--- src/rtl/hilo_md_ctrl_pkg.sv ---
// Shared encodings and helpers for the multiply/divide sequencer.
package hilo_md_ctrl_pkg;

  localparam int unsigned XLEN      = 32;
  localparam int unsigned DIV_ITERS = 32;
  localparam int unsigned CNT_W     = 5;

  // Multiply/divide operation encodings
  typedef enum logic [1:0] {
    MD_MULT  = 2'd0,
    MD_MULTU = 2'd1,
    MD_DIV   = 2'd2,
    MD_DIVU  = 2'd3
  } md_op_e;

  // Sequencer states
  typedef enum logic [2:0] {
    IDLE = 3'd0,
    MUL  = 3'd1,
    DIV  = 3'd2,
    FIX  = 3'd3,
    DZ   = 3'd4,
    DONE = 3'd5
  } md_state_e;

  // HI/LO result pair
  typedef struct packed {
    logic [XLEN-1:0] hi;
    logic [XLEN-1:0] lo;
  } hilo_t;

  // Two's complement negate
  function automatic logic [XLEN-1:0] neg32(input logic [XLEN-1:0] x);
    return XLEN'(~x + XLEN'(1));
  endfunction

  // Magnitude of a signed word; 0x80000000 maps to 2^31 as unsigned
  function automatic logic [XLEN-1:0] abs32(input logic [XLEN-1:0] x);
    return x[XLEN-1] ? neg32(x) : x;
  endfunction

endpackage

--- src/rtl/hilo_md_ctrl_if.sv ---
// Pipeline <-> multiply/divide sequencer handshake and HI/LO write port.
interface hilo_md_ctrl_if;
  import hilo_md_ctrl_pkg::*;

  logic            start;
  md_op_e          op;
  logic [XLEN-1:0] rs_data;
  logic [XLEN-1:0] rt_data;
  logic            flush;
  logic            busy;
  logic            done;
  logic            div_by_zero;
  logic [XLEN-1:0] wHiData;
  logic            whi;
  logic [XLEN-1:0] wLoData;
  logic            wlo;

  modport master (
    output start, op, rs_data, rt_data, flush,
    input  busy, done, div_by_zero, wHiData, whi, wLoData, wlo
  );

  modport slave (
    input  start, op, rs_data, rt_data, flush,
    output busy, done, div_by_zero, wHiData, whi, wLoData, wlo
  );

endinterface

--- src/rtl/hilo_md_ctrl_md_div_core.sv ---
// Iterative unsigned 32-bit restoring divider, one quotient bit per step.
module md_div_core
  import hilo_md_ctrl_pkg::*;
(
  input  logic            clk,
  input  logic            rst,
  input  logic            load,
  input  logic            step,
  input  logic [XLEN-1:0] dividend,
  input  logic [XLEN-1:0] divisor,
  output logic [XLEN-1:0] quotient,
  output logic [XLEN-1:0] remainder
);

  logic [XLEN-1:0] rem_q, rem_d;
  logic [XLEN-1:0] quo_q, quo_d;
  logic [XLEN-1:0] dvs_q, dvs_d;
  logic [XLEN:0]   shifted;
  logic            fits;

  // Shift next dividend bit into the partial remainder and trial-subtract
  always_comb begin
    rem_d   = rem_q;
    quo_d   = quo_q;
    dvs_d   = dvs_q;
    shifted = {rem_q, quo_q[XLEN-1]};
    fits    = (shifted >= {1'b0, dvs_q});
    if (load) begin
      rem_d = '0;
      quo_d = dividend;
      dvs_d = divisor;
    end else if (step) begin
      if (fits) begin
        rem_d = XLEN'(shifted - {1'b0, dvs_q});
        quo_d = {quo_q[XLEN-2:0], 1'b1};
      end else begin
        rem_d = shifted[XLEN-1:0];
        quo_d = {quo_q[XLEN-2:0], 1'b0};
      end
    end
  end

  // Divider state registers
  always_ff @(posedge clk) begin
    if (rst) begin
      rem_q <= '0;
      quo_q <= '0;
      dvs_q <= '0;
    end else begin
      rem_q <= rem_d;
      quo_q <= quo_d;
      dvs_q <= dvs_d;
    end
  end

  assign quotient  = quo_q;
  assign remainder = rem_q;

endmodule

--- src/rtl/hilo_md_ctrl.sv ---
// Multi-cycle MULT/MULTU/DIV/DIVU sequencer driving the HI/LO write strobes.
module hilo_md_ctrl
  import hilo_md_ctrl_pkg::*;
#(
  parameter int unsigned MUL_CYCLES = 3
)(
  input  logic           clk,
  input  logic           rst,
  hilo_md_ctrl_if.slave  md
);

  md_state_e       state_q, state_d;
  logic [CNT_W-1:0] cnt_q, cnt_d;
  md_op_e          op_q, op_d;
  logic [XLEN-1:0] a_q, a_d;
  logic [XLEN-1:0] b_q, b_d;
  logic            qneg_q, qneg_d;
  logic            rneg_q, rneg_d;
  logic            busy_q, busy_d;
  logic            done_q, done_d;
  logic            dbz_q, dbz_d;
  logic            whi_q, whi_d;
  logic            wlo_q, wlo_d;
  hilo_t           res_q, res_d;

  logic            div_load;
  logic            div_step;
  logic [XLEN-1:0] div_a;
  logic [XLEN-1:0] div_b;
  logic [XLEN-1:0] div_quo;
  logic [XLEN-1:0] div_rem;
  logic            sgn_in;
  logic            sgn_mul;
  logic [2*XLEN-1:0] ma;
  logic [2*XLEN-1:0] mb;
  logic [2*XLEN-1:0] prod;

  md_div_core u_div (
    .clk       (clk),
    .rst       (rst),
    .load      (div_load),
    .step      (div_step),
    .dividend  (div_a),
    .divisor   (div_b),
    .quotient  (div_quo),
    .remainder (div_rem)
  );

  // Product of latched operands; the low 64 bits are exact for both signednesses
  always_comb begin
    sgn_mul = (op_q == MD_MULT);
    ma      = {{XLEN{sgn_mul & a_q[XLEN-1]}}, a_q};
    mb      = {{XLEN{sgn_mul & b_q[XLEN-1]}}, b_q};
    prod    = ma * mb;
  end

  // Divider operands: magnitudes for DIV, raw values for DIVU
  always_comb begin
    sgn_in = (md.op == MD_DIV);
    div_a  = sgn_in ? abs32(md.rs_data) : md.rs_data;
    div_b  = sgn_in ? abs32(md.rt_data) : md.rt_data;
  end

  // Next-state, operand capture and registered output values
  always_comb begin
    state_d  = state_q;
    cnt_d    = cnt_q;
    op_d     = op_q;
    a_d      = a_q;
    b_d      = b_q;
    qneg_d   = qneg_q;
    rneg_d   = rneg_q;
    busy_d   = 1'b0;
    done_d   = 1'b0;
    dbz_d    = 1'b0;
    whi_d    = 1'b0;
    wlo_d    = 1'b0;
    res_d    = '0;
    div_load = 1'b0;
    div_step = 1'b0;

    case (state_q)
      IDLE: begin
        if (md.start && !md.flush) begin
          op_d   = md.op;
          a_d    = md.rs_data;
          b_d    = md.rt_data;
          cnt_d  = '0;
          qneg_d = sgn_in & (md.rs_data[XLEN-1] ^ md.rt_data[XLEN-1]);
          rneg_d = sgn_in & md.rs_data[XLEN-1];
          if (md.op == MD_MULT || md.op == MD_MULTU) begin
            state_d = MUL;
          end else if (md.rt_data == '0) begin
            state_d = DZ;
          end else begin
            state_d  = DIV;
            div_load = 1'b1;
          end
        end
      end
      MUL: begin
        if (cnt_q == CNT_W'(MUL_CYCLES - 1)) begin
          state_d = DONE;
          cnt_d   = '0;
        end else begin
          cnt_d = CNT_W'(cnt_q + CNT_W'(1));
        end
      end
      DIV: begin
        div_step = 1'b1;
        if (cnt_q == CNT_W'(DIV_ITERS - 1)) begin
          state_d = FIX;
          cnt_d   = '0;
        end else begin
          cnt_d = CNT_W'(cnt_q + CNT_W'(1));
        end
      end
      FIX:     state_d = DONE;
      DZ:      state_d = DONE;
      DONE:    state_d = IDLE;
      default: state_d = IDLE;
    endcase

    // Squash: abandon whatever is in flight, nothing is written
    if (md.flush) begin
      state_d = IDLE;
      cnt_d   = '0;
    end

    busy_d = (state_d == MUL) || (state_d == DIV) ||
             (state_d == FIX) || (state_d == DZ);

    // Result lands in the output registers on the edge that enters DONE
    if (state_d == DONE) begin
      done_d = 1'b1;
      case (state_q)
        MUL: begin
          res_d.hi = prod[2*XLEN-1:XLEN];
          res_d.lo = prod[XLEN-1:0];
          whi_d    = 1'b1;
          wlo_d    = 1'b1;
        end
        FIX: begin
          res_d.hi = rneg_q ? neg32(div_rem) : div_rem;
          res_d.lo = qneg_q ? neg32(div_quo) : div_quo;
          whi_d    = 1'b1;
          wlo_d    = 1'b1;
        end
        DZ: begin
          res_d.hi = a_q;
          res_d.lo = '1;
          dbz_d    = 1'b1;
        end
        default: res_d = '0;
      endcase
    end
  end

  // State and output registers
  always_ff @(posedge clk) begin
    if (rst) begin
      state_q <= IDLE;
      cnt_q   <= '0;
      op_q    <= MD_MULT;
      a_q     <= '0;
      b_q     <= '0;
      qneg_q  <= 1'b0;
      rneg_q  <= 1'b0;
      busy_q  <= 1'b0;
      done_q  <= 1'b0;
      dbz_q   <= 1'b0;
      whi_q   <= 1'b0;
      wlo_q   <= 1'b0;
      res_q   <= '0;
    end else begin
      state_q <= state_d;
      cnt_q   <= cnt_d;
      op_q    <= op_d;
      a_q     <= a_d;
      b_q     <= b_d;
      qneg_q  <= qneg_d;
      rneg_q  <= rneg_d;
      busy_q  <= busy_d;
      done_q  <= done_d;
      dbz_q   <= dbz_d;
      whi_q   <= whi_d;
      wlo_q   <= wlo_d;
      res_q   <= res_d;
    end
  end

  // A flush arriving in the DONE cycle must still kill the completion and writes
  assign md.busy        = busy_q;
  assign md.done        = done_q & ~md.flush;
  assign md.div_by_zero = dbz_q & ~md.flush;
  assign md.whi         = whi_q & ~md.flush;
  assign md.wlo         = wlo_q & ~md.flush;
  assign md.wHiData     = md.flush ? '0 : res_q.hi;
  assign md.wLoData     = md.flush ? '0 : res_q.lo;

endmodule

--- src/flat_wrapper.sv ---
// flat-port wrapper written by rule: the top's interface ports become plain ports
module hilo_md_ctrl_flat import hilo_md_ctrl_pkg::*;
#(
  parameter int unsigned MUL_CYCLES = 3
)
  (clk, rst, md_start, md_op, md_rs_data, md_rt_data, md_flush, md_busy, md_done, md_div_by_zero, md_wHiData, md_whi, md_wLoData, md_wlo);
  hilo_md_ctrl_if md_i ();
  input  logic clk;
  input  logic rst;
  input wire logic [$bits(md_i.start)-1:0] md_start;
  input wire logic [$bits(md_i.op)-1:0] md_op;
  input wire logic [$bits(md_i.rs_data)-1:0] md_rs_data;
  input wire logic [$bits(md_i.rt_data)-1:0] md_rt_data;
  input wire logic [$bits(md_i.flush)-1:0] md_flush;
  output wire logic [$bits(md_i.busy)-1:0] md_busy;
  output wire logic [$bits(md_i.done)-1:0] md_done;
  output wire logic [$bits(md_i.div_by_zero)-1:0] md_div_by_zero;
  output wire logic [$bits(md_i.wHiData)-1:0] md_wHiData;
  output wire logic [$bits(md_i.whi)-1:0] md_whi;
  output wire logic [$bits(md_i.wLoData)-1:0] md_wLoData;
  output wire logic [$bits(md_i.wlo)-1:0] md_wlo;
  assign md_i.start = md_start;
  assign md_i.op = md_op;
  assign md_i.rs_data = md_rs_data;
  assign md_i.rt_data = md_rt_data;
  assign md_i.flush = md_flush;
  assign md_busy = md_i.busy;
  assign md_done = md_i.done;
  assign md_div_by_zero = md_i.div_by_zero;
  assign md_wHiData = md_i.wHiData;
  assign md_whi = md_i.whi;
  assign md_wLoData = md_i.wLoData;
  assign md_wlo = md_i.wlo;
  hilo_md_ctrl #(.MUL_CYCLES(MUL_CYCLES)) u_core (.clk(clk), .rst(rst), .md(md_i));
endmodule
--- config.mk ---
export PLATFORM = sky130hd
export DESIGN_NAME = hilo_md_ctrl_flat
export DESIGN_NICKNAME = d
export VERILOG_FILES = /design/src/rtl/hilo_md_ctrl_pkg.sv /design/src/rtl/hilo_md_ctrl_if.sv /design/src/rtl/hilo_md_ctrl_md_div_core.sv /design/src/rtl/hilo_md_ctrl.sv /design/src/flat_wrapper.sv
export SDC_FILE = /design/constraint.sdc
export NUM_CORES = 2
export LEC_CHECK = 0
export ABC_AREA = 1
export ABC_CLOCK_PERIOD_IN_PS = 9100
export CORE_MARGIN = 2
export CORE_UTILIZATION = 62
export CTS_BUF_LIST = sky130_fd_sc_hd__clkbuf_2
export DETAILED_ROUTE_END_ITERATION = 10
export PLACE_DENSITY = 0.8
export RECOVER_POWER = 100
export SLEW_MARGIN = 10
export SYNTH_ARGS = -nofsm -noshare
export SYNTH_HDL_FRONTEND = slang
export SYNTH_SLANG_ARGS = --single-unit
--- constraint.sdc ---
create_clock -name clk -period 9.1 [get_ports clk]
set_input_delay 2.73 -clock clk [delete_from_list [all_inputs] [get_ports clk]]
set_output_delay 2.73 -clock clk [all_outputs]
set_load 0.1 [all_outputs]
# After elaboration in Yosys (flattened, before gate mapping)
# Index checks and enable logic that the tools add are counted.
# word_totals
ff_bits	240
output_inout_bits	69
wordCells	103
# op_classes
add_sub_neg	6
n_mul	1
order_cmp	1
n_eq_ne	14
muxes	32
bitwise_logic	14
reduce_logical	19
# op_table
cell	n
2-to-1 mux 32 bit	11
one-hot mux 64 bit (3 select lines)	1
adder 32 x 1 -> 32 bit (second input constant)	4
inverter 32 bit	4
multiplier 33 x 33 -> 64 bit	1
greater-or-equal comparator 33 x 32 -> 1 bit	1
zero test 32 bit	1
subtractor 32 bit	1
2-to-1 mux 3 bit	6
2-to-1 mux 5 bit	3
one-hot mux 5 bit (3 select lines)	1
equality test 3 x 2 -> 1 bit (second input constant)	4
one-hot mux 3 bit (4 select lines)	1
OR reduction 2 bit	5
equality test 3 bit (second input constant)	3
2-to-1 mux 1 bit	9
bitwise AND 1 bit	7
equality test 3 x 1 -> 1 bit (second input constant)	2
adder 5 x 1 -> 5 bit (second input constant)	1
equality test 5 x 2 -> 1 bit (second input constant)	1
equality test 5 bit (second input constant)	1
zero test 2 bit	2
logical OR 1 bit	4
AND reduction 2 bit	2
other kinds (10)	11

# Longest topological paths before layout
# depth
word_depth	10
depth_mapped	35

# Cells and area by module
# A second synthesis with hierarchy kept.
# unflattened
hier_cells	7785
area_unflattened_um2	56274.0
# by_module_without_submodules
module	n_inst	cells_per_inst	area_per_inst_um2
hilo_md_ctrl	1	6695	49555.0
md_div_core	1	1090	6718.9

# Worst setup path before layout
# No wires, ideal clock.
# synth_path
path_kind	input -> output
from	input md_flush
to	output md_wlo
arrival_ps	4872
required_ps	6370
slack_ps	1498
cell_stages	4
n_path_buf	3
cell_sequence	buf_4 clkbuf_1 nor2_1 buf_4
# synth_via
elab_chain_cells	2
# synth_rtl
item	line	source
start: declaration	flat_wrapper.sv:14	input wire logic [$bits(md_i.flush)-1:0] md_flush;
inverter 1 bit	n/a	
bitwise AND 1 bit	n/a	
end: declaration	flat_wrapper.sv:21	output wire logic [$bits(md_i.wlo)-1:0] md_wlo;
# Every way passes these cells.

# Worst setup path after layout
# layout_path
from	register u_core.a_q[31]
to	register u_core.res_q[63] in the netlist's numbering
# layout_via
elab_chain_cells	3
# layout_rtl
item	line	source
start: declaration	hilo_md_ctrl.sv:15	logic [XLEN-1:0] a_q, a_d;
start signal: assignment	hilo_md_ctrl.sv:165	a_q <= '0;
start signal: assignment	hilo_md_ctrl.sv:179	a_q <= a_d;
bitwise AND 1 bit	hilo_md_ctrl.sv:52	ma = {{XLEN{sgn_mul & a_q[XLEN-1]}}, a_q};
multiplier 33 x 33 -> 64 bit	hilo_md_ctrl.sv:54	prod = ma * mb;
one-hot mux 64 bit (3 select lines) (*)	hilo_md_ctrl.sv:136	case (state_q)
end signal: assignment	hilo_md_ctrl.sv:188	res_q <= res_d;
end: declaration	hilo_md_ctrl.sv:24	hilo_t res_q, res_d;
# Every way passes the cells marked *; elsewhere a longest branch is shown, timed or not.
# A chain may end at the register's enable or synchronous reset.

==> impl_metrics.json <==
{
  "fmax_mhz": 117,
  "synth_fa_ha_area_share_pct": 46.3,
  "setup_slack_ns": 0.567,
  "violations": "DRC, capacitance limit, slew limit",
  "combPwrFrac_pct": 70.6,
  "synthCells": 7648,
  "critPathKind": "register to register",
  "avgSynthCellArea_sq_um": 7.26,
  "worstPathMaxFanout": 20,
  "use_met2_pct": 64.2,
  "clock_latency_ns": 1.05,
  "p_leak_nw": 30.4,
  "slew_viol_final": 435,
  "overflow": 0,
  "finalHoldViolations": 0,
  "antenna_found_initial": 3,
  "crit_family": "adder cells",
  "slew_headroom_pct": -68.8,
  "synth_mux_area_share_pct": 0,
  "cts_resized": 0,
  "setup_tns_ns": 0,
  "drt-vias-per-instance": 5.64,
  "setup.worst_path.start_class": "register",
  "yosys.area_share.xor_xnor_pct": 1.01,
  "clock_power_share_pct": 12.1,
  "first_pass_iters": 11,
  "htreeDepth": 3,
  "synth-simple-area-share_pct": 21.7,
  "internal-power_mw": 3.06,
  "period_minus_slack_ns": 8.53,
  "io_buffers": 138,
  "synth_top_family_by_area": "adder cells",
  "cts_setup_buffers": 0,
  "netlist_area_sq_mm": 0.0555,
  "cap_violations": 9,
  "core_sq_mm": 0.0885,
  "skew_ns": 0.131,
  "routed-via-count": 49700,
  "dp_hpwl_mm": 150,
  "place.gp.congestion": 1.06,
  "busiest_layer": "met2",
  "hp-class": "register to register",
  "die-area_sq_mm": 0.0919,
  "gr-usage-met1_pct": 51.1,
  "ff_latch_area_sq_mm": 0.00481,
  "cts_tree": "done",
  "grt_pass1_wl_mm": 281,
  "switchingPower_mw": 3.81,
  "reg2reg_slack_ns": 0.57,
  "tightestPinTransition_ns": 2.53,
  "required_ns": 9.93,
  "fillers": 7710,
  "synthesis.nets": 9095,
  "pin_count": 139,
  "synth_cell_types": 52,
  "drive_above_1_share_pct": 3.69,
  "numClockSinks": 240,
  "ys_seq_area_share_pct": 8.66,
  "clk_path_buf_depth": 3,
  "rsz0062_at_grt": "false",
  "slowest_delay_ns": 0.94,
  "cp.arrival_ns": 9.37,
  "finalCritPeriodShare_pct": 93.8,
  "setup_violations": 0,
  "yosysWarnings": 0,
  "cts_buffers": 71,
  "dr.first_iter.drc_count": 4904,
  "final_nets": 9054,
  "worstSetupEndpointType": "register",
  "grt_pass1_vias": 50700,
  "power.density_mw_per_mm2": 118,
  "cts_hold_buf": 0,
  "synth_ff_type": "dfxtp_1",
  "clk_pin_slew_ns": 0.11,
  "synth_compound_area_share_pct": 6.57,
  "synth_edf_count": 0,
  "ir_worst_vdd_mv": 0.118,
  "worstReg2RegStart": "u_core.a_q[31]",
  "die_w_um": 303,
  "wire_per_inst_um": 20.2,
  "dpl_worst_slack_ns": 0.482,
  "grt_use_met3_pct": 7.55,
  "hp-start": "u_core.u_div.remainder[1]",
  "initial_utilization_pct": 62.7,
  "crit_buf_inv": 8,
  "swShare_pct": 55.5,
  "ant_nets": 0,
  "async_flop_share_pct": 0,
  "pwr-share-seq_pct": 17.3,
  "cpMaxStageDelayCell": "fa_1",
  "crit_start": "u_core.a_q[31]",
  "multi_input_area_sq_mm": 0.0419,
  "area_delta_synth_final_pct": 5.19,
  "cts-root-buf": "clkbuf_2",
  "fp-row-count": 109,
  "grtUsageTotal_pct": 40.0,
  "status": "finished with violations",
  "drc_errors": 2,
  "die_height_um": 303,
  "grt_max_degree": 101,
  "ys_ff_latch": 240,
  "wirelength_mm": 179
}
-- placed cells by master (no fill, tap or decap), drive strengths merged, types with 115 or more instances in the layout --
cell type	Yosys	layout
ha	251	251
dfxtp	240	240
o21ai	241	241
a21oi	327	327
nor2	553	553
nand3	311	311
inv	1936	1937
buf	37	115
fa	1126	1126
nand2	1953	1953
-- cell families (layout without fill, tap and decap cells) --
| family | after synthesis | count (layout) |
|---|---|---|
| buffers and inverters | 2315 | 2319 |
| adder cells (fa/ha/maj) | 1377 | 1377 |
| other | 0 | 3 |
| flip-flops | 240 | 240 |
| AND/OR/NAND/NOR | 2982 | 2982 |
| AO/OA/AOI/OAI | 670 | 670 |
| XOR/XNOR | 64 | 64 |
-- state kept, by name (all words and copies together), names as in the netlist, 2 cells and up --
signal and flops:
u_core.res_q 64, u_core.a_q 32, u_core.b_q 32, u_core.u_div.dvs_q 32, u_core.u_div.quotient 32, u_core.u_div.remainder 32, u_core.cnt_q 5, u_core.state_q 3
u_core.op_q 2
-- worst min-delay path: stages, from the launching register on --
cell and delay, ns:
dfxtp_1 0.33, nand2_1 0.06, a21oi_1 0.05
-- per-layer routing --
metal / share of wire (%) / wire, um
met1: 38 / 67000
met2: 46 / 81800
met3: 9.9 / 17700
met4: 6.8 / 12100
met5: 0 / 0
-- power groups by stage --
stage	Combinational, mW	Sequential, mW	Clock (mW)
5_1_grt	5.43	1.19	0.887
3_3_place_gp	4.70	1.20	0
6_report	4.86	1.19	0.834
2_1_floorplan	3.33	1.13	0
3_5_place_dp	4.78	1.21	0
4_1_cts	4.82	1.18	0.832
-- cell usage after synthesis (all sizes together), types with 2 or more instances --
cell type  number  share of area [%]
o31ai           2              0.027
ha            251                5.7
xnor2          23               0.36
o211ai         11               0.15
nor4            9               0.10
and2            3              0.034
or2            15               0.17
o21a            4              0.054
buf            37               0.41
a21boi          3              0.041
dfxtp         240                8.7
and3            2              0.023
clkbuf        341                2.3
o32ai           2              0.032
nand4          54               0.63
a32oi           8               0.13
a31oi          23               0.26
a21o            4              0.054
nand3b         19               0.26
inv          1936                 13
fa           1126                 41
nand3         311                2.8
xor2           41               0.65
nor2          553                3.8
a21oi         327                3.0
a22oi           7              0.095
nand2        1953                 13
o22ai           5              0.056
nor3           62               0.59
a2bb2oi         3              0.047
o21bai         27               0.37
o21ai         241                2.2
-- metrics by stage --
step           utilization [%]  cell area, sq um  hold slack (ns)  instances  total power [mW]
2_1_floorplan                -             55500            0.452       7648              4.46
3_3_place_gp              65.4             57800            0.473       8699              5.91
3_5_place_dp              65.4             57800            0.477       8699              5.99
4_1_cts                   66.0             58400            0.486       8817              6.83
5_1_grt                   66.0             58400            0.528       8818              7.51
6_report                  66.0             58400            0.486       8820              6.88
-- final cells by class --
cell class,instances,area share (%)
Antenna cell,3,0.0129
Clock buffer,95,0.814
Clock inverter,23,0.225
Inverter,1937,12.5
Multi-Input combinational cell,5093,71.8
Sequential cell,240,8.23
Tap cell,1165,2.50
Timing Repair Buffer,264,3.99
-- path summary, 6_finish.rpt --
| check | to | cells past startpoint |
|---|---|---|
| setup / recovery | u_core.res_q[63] | 29 |
| hold / removal | u_core.u_div.remainder[1] | 2 |
| setup reg to reg | u_core.res_q[63] | 29 |
| hold reg to reg | u_core.u_div.remainder[1] | 2 |
Power figures use the tool's default switching activity.
